### src/rtl/fp_div_iter.sv
// Iterative restoring divider for the 24-bit GPU float (1/8/15, bias 127).
// One quotient bit per cycle, then a single normalise/pack cycle; valid/ready on both sides.
module fp_div_iter #(
  parameter int WIDTH = 24,
  parameter int QBITS = 17
) (
  input  logic             clk,
  input  logic             rst,
  input  logic             valid_i,
  output logic             ready_o,
  input  logic [WIDTH-1:0] a_i,
  input  logic [WIDTH-1:0] b_i,
  output logic             valid_o,
  input  logic             ready_i,
  output logic [WIDTH-1:0] result_o,
  output logic             busy_o
);

  localparam int MAN_W = 15;
  localparam int EXP_W = 8;
  localparam int CNT_W = $clog2(QBITS);
  localparam logic [WIDTH-1:0] INF_RES  = WIDTH'(24'h7f8000);
  localparam logic [WIDTH-1:0] NAN_RES  = WIDTH'(24'h7fc000);
  localparam logic [WIDTH-1:0] ZERO_RES = '0;

  typedef enum logic [1:0] {IDLE, DIV, NORM, DONE} state_t;

  state_t                   state_q, state_d;
  logic                     ready_q, ready_d;
  logic                     valid_q, valid_d;
  logic                     busy_q, busy_d;
  logic                     sign_q, sign_d;
  logic signed [9:0]        e_q, e_d;
  logic [QBITS-1:0]         r_q, r_d;
  logic [QBITS-1:0]         q_q, q_d;
  logic [QBITS-2:0]         d_q, d_d;
  logic [CNT_W-1:0]         cnt_q, cnt_d;
  logic [WIDTH-1:0]         result_q, result_d;

  logic [EXP_W-1:0]         a_exp, b_exp;
  logic                     a_zero, b_zero;
  logic                     qbit;
  logic [QBITS-2:0]         diff;
  logic signed [9:0]        exp_n;
  logic [MAN_W-1:0]         man_n;

  // Underflow flushes to +0 and overflow saturates to +inf, both with sign dropped.
  function automatic logic [WIDTH-1:0] sat_pack(input logic sgn,
                                                 input logic signed [9:0] ex,
                                                 input logic [MAN_W-1:0] man);
    if (ex <= 10'sd0)
      return ZERO_RES;
    else if (ex >= 10'sd255)
      return INF_RES;
    else
      return {sgn, ex[EXP_W-1:0], man};
  endfunction

  assign a_exp  = a_i[WIDTH-2 -: EXP_W];
  assign b_exp  = b_i[WIDTH-2 -: EXP_W];
  assign a_zero = (a_exp == '0);
  assign b_zero = (b_exp == '0);

  // r stays below 2*d, so the low bits of the difference are exact whenever r >= d.
  assign qbit = (r_q >= {1'b0, d_q});
  assign diff = r_q[QBITS-2:0] - d_q;

  assign man_n = q_q[QBITS-1] ? q_q[MAN_W:1] : q_q[MAN_W-1:0];
  assign exp_n = q_q[QBITS-1] ? e_q : e_q - 10'sd1;

  always_comb begin
    state_d  = state_q;
    ready_d  = ready_q;
    valid_d  = valid_q;
    busy_d   = busy_q;
    sign_d   = sign_q;
    e_d      = e_q;
    r_d      = r_q;
    q_d      = q_q;
    d_d      = d_q;
    cnt_d    = cnt_q;
    result_d = result_q;
    case (state_q)
      IDLE: begin
        if (valid_i) begin
          ready_d = 1'b0;
          busy_d  = 1'b1;
          sign_d  = a_i[WIDTH-1] ^ b_i[WIDTH-1];
          if (a_zero || b_zero) begin
            state_d  = DONE;
            valid_d  = 1'b1;
            result_d = b_zero ? (a_zero ? NAN_RES : INF_RES) : ZERO_RES;
          end else begin
            state_d = DIV;
            e_d     = $signed({2'b00, a_exp}) - $signed({2'b00, b_exp}) + 10'sd127;
            r_d     = {1'b0, 1'b1, a_i[MAN_W-1:0]};
            d_d     = {1'b1, b_i[MAN_W-1:0]};
            q_d     = '0;
            cnt_d   = CNT_W'(QBITS - 1);
          end
        end
      end
      DIV: begin
        r_d = qbit ? {diff, 1'b0} : {r_q[QBITS-2:0], 1'b0};
        q_d = {q_q[QBITS-2:0], qbit};
        if (cnt_q == '0)
          state_d = NORM;
        else
          cnt_d = cnt_q - CNT_W'(1);
      end
      NORM: begin
        result_d = sat_pack(sign_q, exp_n, man_n);
        valid_d  = 1'b1;
        state_d  = DONE;
      end
      DONE: begin
        if (ready_i) begin
          valid_d = 1'b0;
          ready_d = 1'b1;
          busy_d  = 1'b0;
          state_d = IDLE;
        end
      end
      default: state_d = IDLE;
    endcase
  end

  always_ff @(posedge clk) begin
    if (rst) begin
      state_q  <= IDLE;
      ready_q  <= 1'b1;
      valid_q  <= 1'b0;
      busy_q   <= 1'b0;
      sign_q   <= 1'b0;
      e_q      <= '0;
      r_q      <= '0;
      q_q      <= '0;
      d_q      <= '0;
      cnt_q    <= '0;
      result_q <= '0;
    end else begin
      state_q  <= state_d;
      ready_q  <= ready_d;
      valid_q  <= valid_d;
      busy_q   <= busy_d;
      sign_q   <= sign_d;
      e_q      <= e_d;
      r_q      <= r_d;
      q_q      <= q_d;
      d_q      <= d_d;
      cnt_q    <= cnt_d;
      result_q <= result_d;
    end
  end

  assign ready_o  = ready_q;
  assign valid_o  = valid_q;
  assign busy_o   = busy_q;
  assign result_o = result_q;

endmodule

### config.mk
export PLATFORM = sky130hd
export DESIGN_NAME = fp_div_iter
export DESIGN_NICKNAME = d
export VERILOG_FILES = /design/src/rtl/fp_div_iter.sv
export SDC_FILE = /design/constraint.sdc
export NUM_CORES = 1
export LEC_CHECK = 0
export CORE_MARGIN = 10
export CORE_UTILIZATION = 55
export DETAILED_ROUTE_END_ITERATION = 8
export GPL_ROUTABILITY_DRIVEN = 0
export HOLD_SLACK_MARGIN = 0.15
export PLACE_DENSITY = 0.8
export SYNTH_ARGS = -nofsm -noshare
export SYNTH_HDL_FRONTEND = slang
export SYNTH_SLANG_ARGS = --single-unit
### constraint.sdc
create_clock -name clk -period 3.8 [get_ports clk]
set_clock_uncertainty 0.15 [all_clocks]
set_input_delay 0.76 -clock clk [delete_from_list [all_inputs] [get_ports clk]]
set_output_delay 0.76 -clock clk [all_outputs]
set_load 0.01 [all_outputs]
==> metrics.log <==
[metrics] final setup vio count: 0
[metrics] DRC violation count after routing: 0
[metrics] startpoint type of the worst setup path: input pin
[metrics] metal2 WL: 6999 µm
[metrics] outcome: complete, no violations
[metrics] Avg Vias per Cell: 5.848
[metrics] kind of cell with the highest combined delay on the critical path: compound AO/OA/AOI/OAI gates
[metrics] Max Used Layer: met4
[metrics] placeable core region: 10230 µm²
[metrics] residual overflow from global routing: 0
[metrics] Max Transition Viols Final: 0
[metrics] routed length per placed instance: 15.68 µm
[metrics] cell area after synthesis: 5709 µm²
[metrics] horizontal die dimension: 121.9 µm
[metrics] CTS buffer count: 9
[metrics] antenna-violating nets left: 0
[metrics] cell type with the highest occurrence count on the critical path: sky130_fd_sc_hd__inv_1
[metrics] number of maximum-capacitance constraint violations: 0
[metrics] worst path cell trace: clkdlybuf4s50_1 > inv_1 > ha_1 > inv_1 > fa_1 > a21oi_1 > o211ai_1 > a211o_1 > a221oi_1 > and2_1 > xnor2_1 > o31ai_1
[metrics] final worst path period need: 3.432 ns
[metrics] worst flop-to-flop path startpoint: d_q[1]
[metrics] worst setup path category: in2reg
[metrics] distinct cell type count of the synthesized netlist: 68
[metrics] Cell Pwr Density: 776.3 nW/µm²
[metrics] Worst Path Arrival: 3.56 ns
[metrics] Net Sw Power: 0.002440 W
[metrics] number of instances in the placed design: 906
[metrics] min-delay worst type: reg2reg
[metrics] largest stage delay on the critical path: 0.44 ns
[metrics] Synth async-reset ratio: 0
[metrics] Critical Path Slowest Stage Cell: sky130_fd_sc_hd__clkdlybuf4s50_1
[metrics] Area contributors post-synth: sky130_fd_sc_hd__dfxtp_1 33%, sky130_fd_sc_hd__ha_1 7.2%, sky130_fd_sc_hd__nand2_1 5.9%, sky130_fd_sc_hd__a21oi_1 5.6%, sky130_fd_sc_hd__nand3_1 3.8%
[metrics] worst-margin pin slew: 1.076 ns
[metrics] number of I/O pins: 79
[metrics] largest net degree at the start of global routing: 47
[metrics] worst min-delay path startpoint: result_o[9]
[metrics] post-synthesis share of cell area spent on and, or, nand and nor gates: 0.2047
[metrics] pre-CTS worst setup slack: 0.03326 ns
[metrics] top_reg_cell synth: sky130_fd_sc_hd__dfxtp_1
[metrics] Sink Count: 95
[metrics] initial standard-cell utilization of the core: 0.5580
[metrics] overall via count from detail_route: 5392
[metrics] GRT Resource Usage Total: 0.1934
[metrics] post-detailed-routing wire length: 14460 µm
[metrics] H-tree depth: 3
[metrics] Buffers & Inverters on Critical Path: 3
[metrics] number of synthesized flops with an enable pin: 0
[metrics] number of global-route vias before repair: 5162
[metrics] growth of design area from synthesis to finish: 18.67%
[metrics] source of the critical timing path: a_i[15]
[metrics] filler cell count in the final layout: 874
[metrics] P_leak: 2.590 nW
[metrics] share of synthesized cell area in full adder, half adder and majority cells: 0.07933
[metrics] total routed wire length on the met1 layer: 6240 µm
[metrics] First-pass DRT Iterations: 7
[metrics] share of the synthesized area in compound gates (AO/OA/AOI/OAI): 0.2362
[metrics] worst slew slack as a fraction of its limit: 0.2829
[metrics] accumulated negative setup slack: 0 ns
[metrics] share of total power consumed by net switching: 0.4640
[metrics] root buffer cell: sky130_fd_sc_hd__clkbuf_8
[metrics] count of antenna diodes in the layout: 0
[metrics] post-route cell area: 6775 µm²
[metrics] proportion of synthesized area in mux cells: 0.03353
[metrics] clock latency at the later pin of the worst-skew pair: 0.37 ns
[metrics] final std cells w/o fill: 922
[metrics] Post-synth top cells: 95 x sky130_fd_sc_hd__dfxtp_1, 90 x sky130_fd_sc_hd__nand2_1, 64 x sky130_fd_sc_hd__a21oi_1, 54 x sky130_fd_sc_hd__nor2_1, 48 x sky130_fd_sc_hd__inv_1
[metrics] worst IR drop on VDD: 0.4831 mV
[metrics] HPWL after DPL: 10840 µm
[metrics] Worst Slack Setup Final: 0.3680 ns
[metrics] most numerous cell in the Yosys netlist: sky130_fd_sc_hd__dfxtp_1
[metrics] final-report hold violation count: 0
[metrics] worst-path fanout max: 4
[metrics] Post-CTS Setup Bufs: 0
[metrics] IO buf count: 78
[metrics] Critical Path Sink Type: flip-flop
[metrics] Detailed Route Iter0 Violations: 441
[metrics] Multi-input gate area: 3440 µm²
[metrics] Synth area leader: sky130_fd_sc_hd__dfxtp_1
[metrics] Synth top area share: 0.3331
[metrics] CTS Hold Bufs: 0
[metrics] share of final-layout standard cells stronger than drive strength 1: 0.04962
[metrics] die height: 121.9 µm
[metrics] RSZ-0062 raised after global routing: false
[metrics] count of state elements after synthesis: 95
[metrics] instance count of the mapped netlist: 724
[metrics] Resize count post-CTS: 0
[metrics] post-route clock period utilization: 0.9032
[metrics] number of antenna violations at the first check in global routing: 0
[metrics] dpl cell area: 6554 µm²
[metrics] clock tree from TritonCTS: built
[metrics] number of nets in the layout: 868
[metrics] net count after synthesis: 811
[metrics] number of warnings issued by yosys: 0
[metrics] share of total power in combinational logic: 0.595
[metrics] Routed met3 length: 993 µm
[metrics] average cell area after synthesis: 7.886 µm²
[metrics] Cell Rows: 37
[metrics] Die Outline Area: 14860 µm²
[metrics] sequential cell area in the final layout: 1902 µm²
[metrics] smallest hold slack: 0.3002 ns
[metrics] post-CTS clock slew at the launch and capture registers of the worst setup and hold paths: 0.10 ns
[metrics] xor and xnor fraction of the mapped netlist area: 0.04756
[metrics] Clock Path Buffers: 2
[metrics] dominant combinational cell family by area after synthesis: compound AO/OA/AOI/OAI gates
[metrics] first-pass GRT wire length: 24310 µm
[metrics] max frequency: 291.4 MHz
[metrics] part of the total power dissipated in the clock network: 0.139
[metrics] setup slack of the most critical reg-to-reg path: 0.40 ns
[metrics] portion of the post-synthesis area used by sequential elements: 0.3331
[metrics] cell internal power dissipation: 0.002819 W
[metrics] CP required: 3.93 ns
[metrics] part of the total power dissipated in sequential elements: 0.266
-- through the flow --
stage          total power [W]  utilization
2_1_floorplan         0.003763            -
3_3_place_gp          0.004388       0.6406
3_5_place_dp          0.004488       0.6406
4_1_cts               0.005235       0.6622
5_1_grt               0.005671       0.6622
6_report              0.005260       0.6622
-- layout make-up --
type                    instances  share of cell area
clock inverters                 7             0.01440
well taps                     136             0.02512
inverters                      49             0.02715
repair buffers                 89              0.1267
multi-input cells             537              0.5077
clock buffers                   9             0.01828
flip-flops and latches         95              0.2807
-- state kept, by name, summed over array words and instances (netlist names) --
register,count
result_o,24
q_q,17
r_q,17
d_q,16
e_q,10
cnt_q,5
state_q,2
busy_o,1
ready_o,1
sign_q,1
valid_o,1
-- placed cells by master (no fill, tap or decap), types with 11 or more instances in the layout --
| cell type | synthesis | routed |
|---|---|---|
| sky130_fd_sc_hd__xnor2_1 | 20 | 20 |
| sky130_fd_sc_hd__buf_4 | 1 | 11 |
| sky130_fd_sc_hd__nor2_1 | 54 | 53 |
| sky130_fd_sc_hd__o21ai_1 | 27 | 27 |
| sky130_fd_sc_hd__nor4_1 | 12 | 12 |
| sky130_fd_sc_hd__a211oi_1 | 12 | 12 |
| sky130_fd_sc_hd__xor2_1 | 11 | 11 |
| sky130_fd_sc_hd__clkdlybuf4s50_1 | 0 | 77 |
| sky130_fd_sc_hd__o21a_1 | 12 | 12 |
| sky130_fd_sc_hd__nand3_1 | 43 | 43 |
| sky130_fd_sc_hd__ha_1 | 33 | 33 |
| sky130_fd_sc_hd__nand2_1 | 90 | 90 |
| sky130_fd_sc_hd__mux2i_1 | 18 | 18 |
| sky130_fd_sc_hd__a21oi_1 | 64 | 63 |
| sky130_fd_sc_hd__inv_1 | 48 | 48 |
| sky130_fd_sc_hd__dfxtp_1 | 95 | 95 |
| sky130_fd_sc_hd__nor3_1 | 17 | 17 |
-- power groups by stage --
stage | sequential (W) | combinational (W) | clock (W)
floorplan | 0.00136 | 0.00240 | 0
global placement | 0.00140 | 0.00299 | 0
detailed placement | 0.00141 | 0.00308 | 0
CTS | 0.00139 | 0.00310 | 0.000745
global route | 0.00143 | 0.00346 | 0.000784
finish | 0.00140 | 0.00313 | 0.000733
-- layer usage --
layer  vias to the layer above  global-route usage
met5                         -                   0
met4                         0             0.05440
met3                        25             0.03793
met2                       189              0.3301
met1                      2484              0.2419
li1                       2694                   -
-- worst min-delay path, cell delays in order, from the launching register on --
cell	delay, ns
sky130_fd_sc_hd__dfxtp_1	0.32
sky130_fd_sc_hd__nand2_1	0.05
sky130_fd_sc_hd__o21ai_1	0.05
-- worst paths after layout --
path	to	cells past startpoint
worst max-delay path	e_q[7]	12
worst max register to register	r_q[4]	9
worst min-delay path	result_o[9]	2
worst min register to register	result_o[9]	2
-- cells by family after synthesis --
family | Yosys count
flip-flops | 95
AND/OR/NAND/NOR | 253
XOR/XNOR | 31
adder cells (fa/ha/maj) | 35
multiplexers | 19
AO/OA/AOI/OAI | 199
buffers and inverters | 92
Power figures use the tool's default switching activity.
